## src/rtl/alu_pkg.sv

```systemverilog
// Shared types and constants for the ALU decode/issue boundary.
package alu_pkg;

    typedef enum logic [2:0] {
        ALU_ADD = 3'b000,
        ALU_SUB = 3'b001,
        ALU_AND = 3'b010,
        ALU_OR  = 3'b011,
        ALU_XOR = 3'b100,
        ALU_SLT = 3'b101,
        ALU_SLL = 3'b110,
        ALU_SRL = 3'b111
    } alu_func_t;

    typedef enum logic [1:0] {
        ST_EMPTY,
        ST_FULL,
        ST_SKID
    } issue_state_t;

    localparam logic [6:0] OP_R        = 7'b0110011;
    localparam logic [6:0] OP_I        = 7'b0010011;
    localparam logic [6:0] FUNCT7_ALT  = 7'b0100000;
    localparam logic [6:0] FUNCT7_ZERO = 7'b0000000;
    localparam logic [2:0] FUNCT3_SLTU = 3'b011;

    typedef struct packed {
        logic [31:0] op_a;
        logic [31:0] op_b;
        logic [31:0] ext_imm;
        alu_func_t   alu_func;
        logic        op_b_src;
        logic        illegal;
    } issue_payload_t;

    // funct3 to ALU function for the base (funct7 = 0) encodings; SLTU has no mapping.
    function automatic alu_func_t funct3_to_alu(input logic [2:0] funct3);
        case (funct3)
            3'b000:  return ALU_ADD;
            3'b111:  return ALU_AND;
            3'b110:  return ALU_OR;
            3'b100:  return ALU_XOR;
            3'b010:  return ALU_SLT;
            3'b001:  return ALU_SLL;
            3'b101:  return ALU_SRL;
            default: return ALU_ADD;
        endcase
    endfunction

endpackage

```

## src/rtl/alu_decode.sv

```systemverilog
// Combinational decode of an instruction word into ALU control and extended immediate.
module alu_decode
    import alu_pkg::*;
(
    input  logic [31:0] InstrD,
    output alu_func_t   alu_func,
    output logic        op_b_src,
    output logic [31:0] ext_imm,
    output logic        illegal
);

    logic [6:0] opcode;
    logic [2:0] funct3;
    logic [6:0] funct7;
    logic       unused_fields;

    assign opcode        = InstrD[6:0];
    assign funct3        = InstrD[14:12];
    assign funct7        = InstrD[31:25];
    assign unused_fields = ^{InstrD[19:15], InstrD[11:7]};

    always_comb begin
        alu_func = ALU_ADD;
        op_b_src = 1'b1;
        ext_imm  = '0;
        illegal  = 1'b1;
        case (opcode)
            OP_R: begin
                if (funct7 == FUNCT7_ZERO && funct3 != FUNCT3_SLTU) begin
                    alu_func = funct3_to_alu(funct3);
                    op_b_src = 1'b0;
                    illegal  = 1'b0;
                end else if (funct7 == FUNCT7_ALT && funct3 == 3'b000) begin
                    alu_func = ALU_SUB;
                    op_b_src = 1'b0;
                    illegal  = 1'b0;
                end
            end
            OP_I: begin
                case (funct3)
                    // Shifts take a zero-extended shamt; SRAI (funct7 = ALT) stays illegal.
                    3'b001, 3'b101: begin
                        if (funct7 == FUNCT7_ZERO) begin
                            alu_func = funct3_to_alu(funct3);
                            ext_imm  = {27'd0, InstrD[24:20]};
                            illegal  = 1'b0;
                        end
                    end
                    FUNCT3_SLTU: ;
                    default: begin
                        alu_func = funct3_to_alu(funct3);
                        ext_imm  = {{20{InstrD[31]}}, InstrD[31:20]};
                        illegal  = 1'b0;
                    end
                endcase
            end
            default: ;
        endcase
    end

endmodule

```

## src/rtl/alu_issue.sv

```systemverilog
// Decode-to-execute issue register with valid/ready handshake and a one-entry skid buffer.
module alu_issue
    import alu_pkg::*;
#(
    parameter int unsigned XLEN    = 32,
    parameter bit          SKID_EN = 1'b1
) (
    input  logic            clk,
    input  logic            reset_n,
    input  logic            in_valid,
    output logic            in_ready,
    input  logic [31:0]     InstrD,
    input  logic [XLEN-1:0] RD1D,
    input  logic [XLEN-1:0] RD2D,
    input  logic            flush,
    output logic            ValidE,
    input  logic            ex_ready,
    output logic [XLEN-1:0] OpA,
    output logic [XLEN-1:0] OpB,
    output logic [XLEN-1:0] ExtImmE,
    output logic [2:0]      ALUFuncE,
    output logic            OpBSrcE,
    output logic            IllegalE
);

    issue_state_t   state_q, state_d;
    issue_payload_t e_q, s_q, dec_pay;
    alu_func_t      dec_func;
    logic           dec_src, dec_ill;
    logic [31:0]    dec_imm;
    logic           rdy_q;
    logic           accept, out_xfer;
    logic           load_e_in, load_e_skid, load_s;

    alu_decode u_decode (
        .InstrD   (InstrD),
        .alu_func (dec_func),
        .op_b_src (dec_src),
        .ext_imm  (dec_imm),
        .illegal  (dec_ill)
    );

    always_comb begin
        dec_pay = '{op_a: RD1D, op_b: RD2D, ext_imm: dec_imm,
                    alu_func: dec_func, op_b_src: dec_src, illegal: dec_ill};
    end

    assign accept   = in_valid && in_ready && !flush;
    assign out_xfer = ValidE && ex_ready;

    always_ff @(posedge clk) begin
        if (!reset_n) begin
            state_q <= ST_EMPTY;
            rdy_q   <= 1'b0;
        end else begin
            state_q <= state_d;
            rdy_q   <= SKID_EN ? (state_d != ST_SKID) : 1'b1;
        end
    end

    always_comb begin
        state_d = state_q;
        if (flush) begin
            state_d = ST_EMPTY;
        end else begin
            case (state_q)
                ST_EMPTY: if (accept) state_d = ST_FULL;
                ST_FULL: begin
                    if (out_xfer && !accept)
                        state_d = ST_EMPTY;
                    else if (!out_xfer && accept && SKID_EN)
                        state_d = ST_SKID;
                end
                ST_SKID:  if (out_xfer) state_d = ST_FULL;
                default:  state_d = ST_EMPTY;
            endcase
        end
    end

    // Without the skid entry, ready looks through to ex_ready so E is never overwritten.
    always_comb begin
        ValidE      = (state_q != ST_EMPTY);
        in_ready    = SKID_EN ? rdy_q : (rdy_q && (ex_ready || !ValidE));
        load_e_in   = accept && (state_q == ST_EMPTY || (state_q == ST_FULL && out_xfer));
        load_s      = accept && state_q == ST_FULL && !out_xfer;
        load_e_skid = !flush && state_q == ST_SKID && out_xfer;
    end

    always_ff @(posedge clk) begin
        if (!reset_n) begin
            e_q <= '0;
            s_q <= '0;
        end else begin
            if (load_e_in)
                e_q <= dec_pay;
            else if (load_e_skid)
                e_q <= s_q;
            if (load_s)
                s_q <= dec_pay;
        end
    end

    assign OpA      = e_q.op_a;
    assign OpB      = e_q.op_b;
    assign ExtImmE  = e_q.ext_imm;
    assign ALUFuncE = e_q.alu_func;
    assign OpBSrcE  = e_q.op_b_src;
    assign IllegalE = e_q.illegal;

endmodule

```

## config.mk

```make
export PLATFORM = sky130hd
export DESIGN_NAME = alu_issue
export DESIGN_NICKNAME = d
export VERILOG_FILES = /design/src/rtl/alu_pkg.sv /design/src/rtl/alu_decode.sv /design/src/rtl/alu_issue.sv
export SDC_FILE = /design/constraint.sdc
export NUM_CORES = 1
export LEC_CHECK = 0
export ABC_AREA = 1
export CORE_MARGIN = 5
export CORE_UTILIZATION = 47
export DETAILED_ROUTE_END_ITERATION = 8
export GPL_TIMING_DRIVEN = 0
export PLACE_DENSITY = 0.9
export REMOVE_ABC_BUFFERS = 1
export SLEW_MARGIN = 15
export SYNTH_ARGS = -nofsm -noshare
export SYNTH_HDL_FRONTEND = slang
export SYNTH_SLANG_ARGS = --single-unit
```

## constraint.sdc

```tcl
create_clock -name clk -period 1.9 [get_ports clk]
set_input_delay 0.38 -clock clk [delete_from_list [all_inputs] [get_ports clk]]
set_output_delay 0.38 -clock clk [all_outputs]
set_load 0.02 [all_outputs]
```

==> results by group, run 1 <==
Run status
  • Status: complete, no violations

Clock tree
  • Later-pin clock latency in the skew report: 420 ps
  • Clock buffer depth: 2
  • Reg clk slew, reported paths: 70 ps
  • Cts bufs inserted: 17
  • CTS tree: yes
  • Hold Buf Count CTS: 0
  • Root buffer selected by CTS: clkbuf_16
  • TritonCTS sink count: 165
  • H-tree level count: 4

Die
  • Area of the core: 0.01399 mm2
  • Die H: 129.9 um
  • Die ar.: 0.01688 mm2
  • Die width: 129.9 um
  • Row count: 43
  • Initial core utilization: 48.33%
  • # IOs: 204

Run
  • Max_cap viols: 0

STA
  • Max-slew violation count: 0
  • Final setup TNS: 0 ps
  • Slew of the pin with the lowest slew margin: 783.3 ps
  • Setup violators final: 0
  • Clk_skew: 7.309 ps
  • Tmin final: 1838 ps
  • Post-route clock period utilization: 96.71%
  • Max Freq: 544.2 MHz
  • Max_slew headroom: 47.78%
  • Final hold viol count: 0
  • Fin worst setup slack: 62.46 ps

Global route
  • Total GRT Usage: 22.04%
  • Largest net degree at the start of global routing: 81
  • GRT overflow: 0
  • Initial antenna violation count: 0
  • First-pass GRT wire length: 30,060 um
  • Vias in the first global route: 6,358

Worst setup path
  • Crit path max-delay family: buffers and inverters
  • Worst r2r src: state_q[0]
  • Slowest-stage cell, CP: clkdlybuf4s50_1
  • CP Launch Type: input pin
  • WP buf/inv: 4
  • Worst EP required: 2170 ps
  • Reg2reg path depth: 11
  • Worst-path cell chain: clkdlybuf4s50_1 > o21ai_2 > nor2_4 > buf_12 > nor2_4 > buf_4 > buf_6 > nand2_1 > a31oi_1
  • Critical path class: input pin to register
  • Reg2Reg Capture Point: ALUFuncE[0]
  • CP dominant cell by count: nor2_4
  • Max incr delay on CP: 570 ps
  • Setup slack, reg-to-reg: 120 ps
  • Critical Path End Type: register
  • WP data arrival: 2110 ps
  • Crit-path max FO: 34

Synthesis
  • Post-synthesis instance total: 934
  • Synthesized area per cell: 7.238 um2
  • Distinct cells, synth: 26
  • Yosys warnings: 0
  • Mapped cell area: 0.006760 mm2
  • Yosys reg bits: 165
  • Seq/Total Area, Yosys: 48.86%

Worst hold path
  • Hold crit path type: input pin to register
  • Hold Path Depth: 3
  • HP Start: reset_n
  • Hold worst-path end: s_q[61]

Finish
  • Share of cells above drive strength 1: 6.812%
  • Commonest non-fill, non-tap cell in the layout: nand2_1
  • N_diodes: 0
  • Non-filler cells in the finished layout: 1,281
  • Nets@finish: 1,189
  • Final instance area: 0.009345 mm2
  • Commonest cells after routing, fill and taps aside: nand2_1 (273), clkdlybuf4s50_1 (170), dfxtp_1 (164)
  • Fill count: 1,155
  • Layout Area Growth over Synthesis: 38.24%

Power and ir drop
  • Leakage power: 3.786 nW
  • PD cells: 818.3 mW/mm2
  • Total chip power: 7.647 mW
  • VDD IR max: 0.0006477 V

Placement
  • Dpl ws: -1106 ps
  • Cells after DPL: 1,234
  • RePlAce Congestion: 0.7947
  • HPWL after detailed placement: 11,840 um
  • PortBufs: 193
  • Placed cell areas: 0.008636 mm2

Detailed routing
  • Initial DRC count: 587
  • Post-Route WL: 19,610 um
  • DRT antenna net count: 0
  • DR pass1 iterations: 5
  • Avg WL per Cell: 15.30 um
  • DRC Markers: 0
  • Vias per cell: 5.302
  • Vias: 6,792
## how the worst max path moves through the flow
stage | start | endpoint | cells after the start
3_5_place_dp | ex_ready | ExtImmE[6] | 11
6_report | ex_ready | OpA[9] | 9
4_1_cts | ex_ready | ALUFuncE[0] | 11
2_1_floorplan | ExtImmE[30] | ExtImmE[30] | 4
5_1_grt | ex_ready | ALUFuncE[0] | 11
3_3_place_gp | reset_n | s_q[0] | 5
## final cells by class
type | count | area (um2) | area share, %
flip-flops and latches | 165 | 3307 | 35.39
well taps | 180 | 225.2 | 2.410
clock inverters | 15 | 145.1 | 1.553
inverters | 34 | 163.9 | 1.754
repair inverters | 2 | 22.52 | 0.2410
repair buffers | 213 | 2176 | 23.28
multi-input cells | 655 | 2880 | 30.82
clock buffers | 17 | 425.4 | 4.552
## kinds of logic after synthesis
logic type | share of synthesized area (%)
and+or+nand+nor | 27.76
AOI/OAI and AO/OA | 14.47
DFF | 48.86
buffers and inverters | 8.903
## worst min-delay path, cell delays in order
cell,delay (ps)
buf_4,240
o21ai_0,130
nor2_1,40
## power by group
group | leakage [nW] | switching, mW | internal (mW) | total (mW)
logic | 2.19 | 0.379 | 0.379 | 0.758
registers | 1.34 | 0.0406 | 3.52 | 3.56
clock network | 0.265 | 1.50 | 1.83 | 3.33
total | 3.79 | 1.92 | 5.73 | 7.65
## metal layers
layer | wire (um) | vias up | track usage [%]
met1 | 8495 | 3155 | 27.81
met3 | 1547 | 39 | 6.017
met4 | 396 | 0 | 8.130
li1 | - | 3318 | -
met5 | 0 | - | 0
met2 | 9166 | 280 | 36.25
## state kept, by name, summed over array words and instances, names as in the netlist
name / cells
OpB: 32
OpA: 32
ALUFuncE: 3
OpBSrcE: 1
ExtImmE: 12
in_ready: 1
IllegalE: 1
s_q: 81
state_q: 2
## cell usage after synthesis, drive strengths merged
| master | number | area share, % |
|---|---|---|
| nand2 | 275 | 15 |
| dfxtp | 165 | 49 |
| nor2 | 161 | 9.2 |
| o21ai | 85 | 6.3 |
| a31oi | 64 | 5.9 |
| buf | 56 | 5.6 |
| nand3 | 35 | 2.7 |
| inv | 34 | 1.9 |
| clkbuf | 25 | 1.4 |
| a21oi | 23 | 1.7 |
| nor3 | 3 | 0.22 |
| o211ai | 3 | 0.33 |
| nand4 | 2 | 0.19 |
| nand3b | 1 | 0.11 |
| o21a | 1 | 0.11 |
| o21bai | 1 | 0.11 |
## metrics by stage
| step | hold WS [ps] | utilization (%) |
|---|---|---|
| after global placement | 462.8 | 60.38 |
| final | 414.6 | 66.81 |
| after detailed placement | 466.6 | 61.74 |
| after global routing | 420.9 | 66.81 |
| after floorplan | 459.3 | - |
| after CTS | 403.2 | 65.95 |
## what timing repair did
action / 4_1_cts / 5_1_grt
pin swaps: 2 / 4
setup endpoints to repair: 171 / 112
setup buffers: 2 / 9
gates resized for setup: 30 / 5
gates cloned: 1 / 3
Note: power is estimated with default switching activity, not from simulation.
==> inputs of run 2 (changes only) <==
--- a/config.mk
+++ b/config.mk
@@ -5,12 +5,11 @@
 export SDC_FILE = /design/constraint.sdc
 export NUM_CORES = 1
 export LEC_CHECK = 0
-export ABC_AREA = 1
-export CORE_MARGIN = 5
-export CORE_UTILIZATION = 47
+export CORE_MARGIN = 2
+export CORE_UTILIZATION = 48
 export DETAILED_ROUTE_END_ITERATION = 8
 export GPL_TIMING_DRIVEN = 0
-export PLACE_DENSITY = 0.9
+export PLACE_DENSITY = 0.91
 export REMOVE_ABC_BUFFERS = 1
 export SLEW_MARGIN = 15
 export SYNTH_ARGS = -nofsm -noshare
==> run 2 against run 1 <==
  * The run now ends with setup timing left
  * Register-to-register slack got worse by 120 ps
  * Setup slack worse by 66 ps
  * Synthesized cell count down 6.6%
  * Clock skew is 4.2 ps higher
  * Via count rose by 3.2%
  * First-iteration DRC count up 11%
  * Worst hold slack better by 36 ps
  * Combinational power is 21% higher
  * Largest power group is now the clock network
  * Highest routed layer unchanged
==> results by group, run 2 <==
Synthesis
  • Seq/Total Area, Yosys: 47.28% (-1.6 points)
  • Dominant cell type by area after synthesis: dfxtp_1
  • Synthesized area per cell: 8.012 um2 (+11%)
  • Top FF cell, synth: dfxtp_1
  • Post-synthesis instance total: 872 (-6.6%)
  • Yosys reg bits: 165 (unchanged)
  • Async SR Flop Fraction: 0% (unchanged)
  • Distinct cells, synth: 45 (+73%)
  • Top-area cell type share of the netlist area: 47.28% (-1.6 points)
  • Synth top cells by count: nand2_1 (296), dfxtp_1 (165), a21oi_1 (84)
  • Top-count cell post-synth: nand2_1
  • Yosys warnings: 0 (unchanged)
  • Post-synth EDFFs: 0 (unchanged)
  • Mapped cell area: 0.006987 mm2 (+3.3%)
  • Ranking of synthesized cells by area: dfxtp_1 (47%), nand2_1 (16%), a311oi_1 (7.4%)

Global route
  • Largest net degree at the start of global routing: 84 (+3.7%)
  • Initial antenna violation count: 0 (unchanged)
  • First-pass GRT wire length: 31,550 um (+5.0%)
  • Total GRT Usage: 24.40% (+2.4 points)
  • Vias in the first global route: 6,391 (+0.52%)
  • GRT overflow: 0 (unchanged)

STA
  • Max_slew headroom: 56.63% (+8.8 points)
  • Final setup TNS: -7.592 ps (-7.592 ps)
  • Slew of the pin with the lowest slew margin: 650.3 ps (-133.0 ps)
  • Fin worst setup slack: -3.832 ps (-66.29 ps)
  • Setup violators final: 2 (+2)
  • Post-route clock period utilization: 100.2% (+3.5 points)
  • Tmin final: 1904 ps (+66.29 ps)
  • Final hold viol count: 0 (unchanged)
  • RSZ-0062 raised after global routing: yes
  • Clk_skew: 11.48 ps (+4.172 ps)
  • Max Freq: 525.3 MHz (-3.5%)
  • Max-slew violation count: 0 (unchanged)

Worst setup path
  • Critical Path End Type: register
  • Critical path class: register to register
  • Setup slack, reg-to-reg: -4 ps (-120 ps)
  • CP Launch Type: register
  • Crit-path max FO: 16 (-53%)
  • Reg2reg path depth: 5 (-6)
  • WP data arrival: 2230 ps (+120 ps)
  • Worst EP required: 2220 ps (+50 ps)
  • Worst r2r src: state_q[0]
  • Reg2Reg Capture Point: OpBSrcE

Clock tree
  • CTS tree: yes
  • Later-pin clock latency in the skew report: 410 ps (about the same)
  • Hold Buf Count CTS: 0 (unchanged)
  • TritonCTS sink count: 165 (unchanged)
  • H-tree level count: 4 (unchanged)
  • Cts bufs inserted: 17 (unchanged)
  • Clock buffer depth: 2 (unchanged)
  • Reg clk slew, reported paths: 70 ps (about the same)
  • Root buffer selected by CTS: clkbuf_16

Worst hold path
  • Hold Path Depth: 2 (-1)
  • Hold worst-path end: s_q[2]
  • Hold crit path type: register to register
  • HP Start: s_q[2]

Finish
  • Max reg flops: 81 (unchanged)
  • Most flops, register: s_q
  • Nets@finish: 1,141 (-4.0%)
  • N_diodes: 0 (unchanged)
  • Layout Area Growth over Synthesis: 43.05%
  • Commonest non-fill, non-tap cell in the layout: nand2_1
  • Final instance area: 0.009995 mm2 (+6.9%)
  • Fill count: 1,045 (-9.5%)
  • Share of cells above drive strength 1: 12.44% (+5.6 points)
  • Commonest cells after routing, fill and taps aside: nand2_1 (295), dfxtp_1 (162), clkdlybuf4s50_1 (162)

Detailed routing
  • DRT antenna net count: 0 (unchanged)
  • Vias per cell: 5.665 (+6.9%)
  • DRC Markers: 0 (unchanged)
  • DR pass1 iterations: 5 (unchanged)
  • Vias: 7,008 (+3.2%)
  • Post-Route WL: 20,650 um (+5.3%)
  • Avg WL per Cell: 16.70 um (+9.1%)
  • Initial DRC count: 649 (+11%)

Run status
  • Status: complete, but fails checks
  • Failing checks: setup timing

Die
  • Initial core utilization: 48.62% (+0.30 points)
  • Row count: 44 (+2.3%)
  • Die ar.: 0.01554 mm2 (-8.0%)
  • Die H: 124.6 um (-4.1%)
  • Die width: 124.6 um (-4.1%)
  • Area of the core: 0.01437 mm2 (+2.7%)
  • # IOs: 204 (unchanged)

Power and ir drop
  • PD cells: 818.7 mW/mm2 (about the same)
  • Leakage power: 3.620 nW (-4.4%)
  • Total chip power: 8.182 mW (+7.0%)
  • VDD IR max: 0.0005048 V (-22%)

Placement
  • RePlAce Congestion: 0.7913 (-0.43%)
  • HPWL after detailed placement: 11,990 um (+1.3%)
  • PortBufs: 193 (unchanged)
  • Placed cell areas: 0.009009 mm2 (+4.3%)

Run
  • Max_cap viols: 0 (unchanged)
==> run 2: final cells by class <==
class,count,area (um2),area share (%)
well taps,184,230.2,2.303
clock buffers,22,494.2,4.945
multi-input cells,615,3357,33.59
inverters,3,18.77,0.1878
repair buffers,238,2437,24.39
clock inverters,10,142.6,1.427
flip-flops and latches,165,3314,33.16
==> run 2: worst max-delay path, cell delays in order, from the launching register on <==
cell and delay (ps):
dfxtp_4 400, nor2b_4 150, buf_4 190, or4_4 680, and3_1 200, a211oi_1 180
==> run 2: worst max path at each step <==
stage / from / endpoint / slack, ps / cells after the start
floorplan: state_q[1] / OpB[16] / -5190 / 3
global placement: flush / OpB[18] / -10130 / 4
detailed placement: flush / OpB[24] / -880 / 4
CTS: InstrD[12] / ALUFuncE[0] / 1 / 6
global route: state_q[0] / OpBSrcE / -40 / 5
finish: state_q[0] / OpBSrcE / -4 / 5
==> run 2: report_power, final <==
part | switching (mW) | internal [mW]
clock | 1.41 | 2.26
sequential | 0.0533 | 3.54
combinational | 0.471 | 0.448
total | 1.93 | 6.25
==> run 2: logic make-up after synthesis <==
logic type	after synthesis	share of synthesized area [%]
and+or+nand+nor	418	24.73
DFF	165	47.28
muxes	1	0.1433
AOI/OAI and AO/OA	189	20.13
buffers and inverters	96	7.342
xor gates and xnor gates	3	0.3761
==> run 2: layer usage <==
metal	track usage (%)	part of all wire, %	vias up	wire length, um
li1	-	-	3322	-
met1	30.66	41	3280	8540
met2	41.63	49	372	10090
met3	5.369	8.1	34	1670
met4	7.997	1.7	0	354
met5	0	0	-	0
==> run 2: per-stage QoR <==
stage / instances / hold WS, ps / setup WS [ps] / util [%]
2_1_floorplan: 779 / 428.8 / -5192 / -
3_3_place_gp: 1156 / 441.6 / -10130 / 60.18
3_5_place_dp: 1178 / 446.5 / -879.0 / 62.70
4_1_cts: 1224 / 425.0 / 1.374 / 68.08
5_1_grt: 1237 / 438.7 / -38.45 / 69.56
6_report: 1237 / 450.4 / -3.832 / 69.56
==> run 2: repair_timing <==
item	4_1_cts	5_1_grt
endpoints found under the hold margin	0	0
gates resized for setup	36	25
gates cloned	3	2
pin swaps	8	3
setup buffers	11	11
setup endpoints to repair	139	137
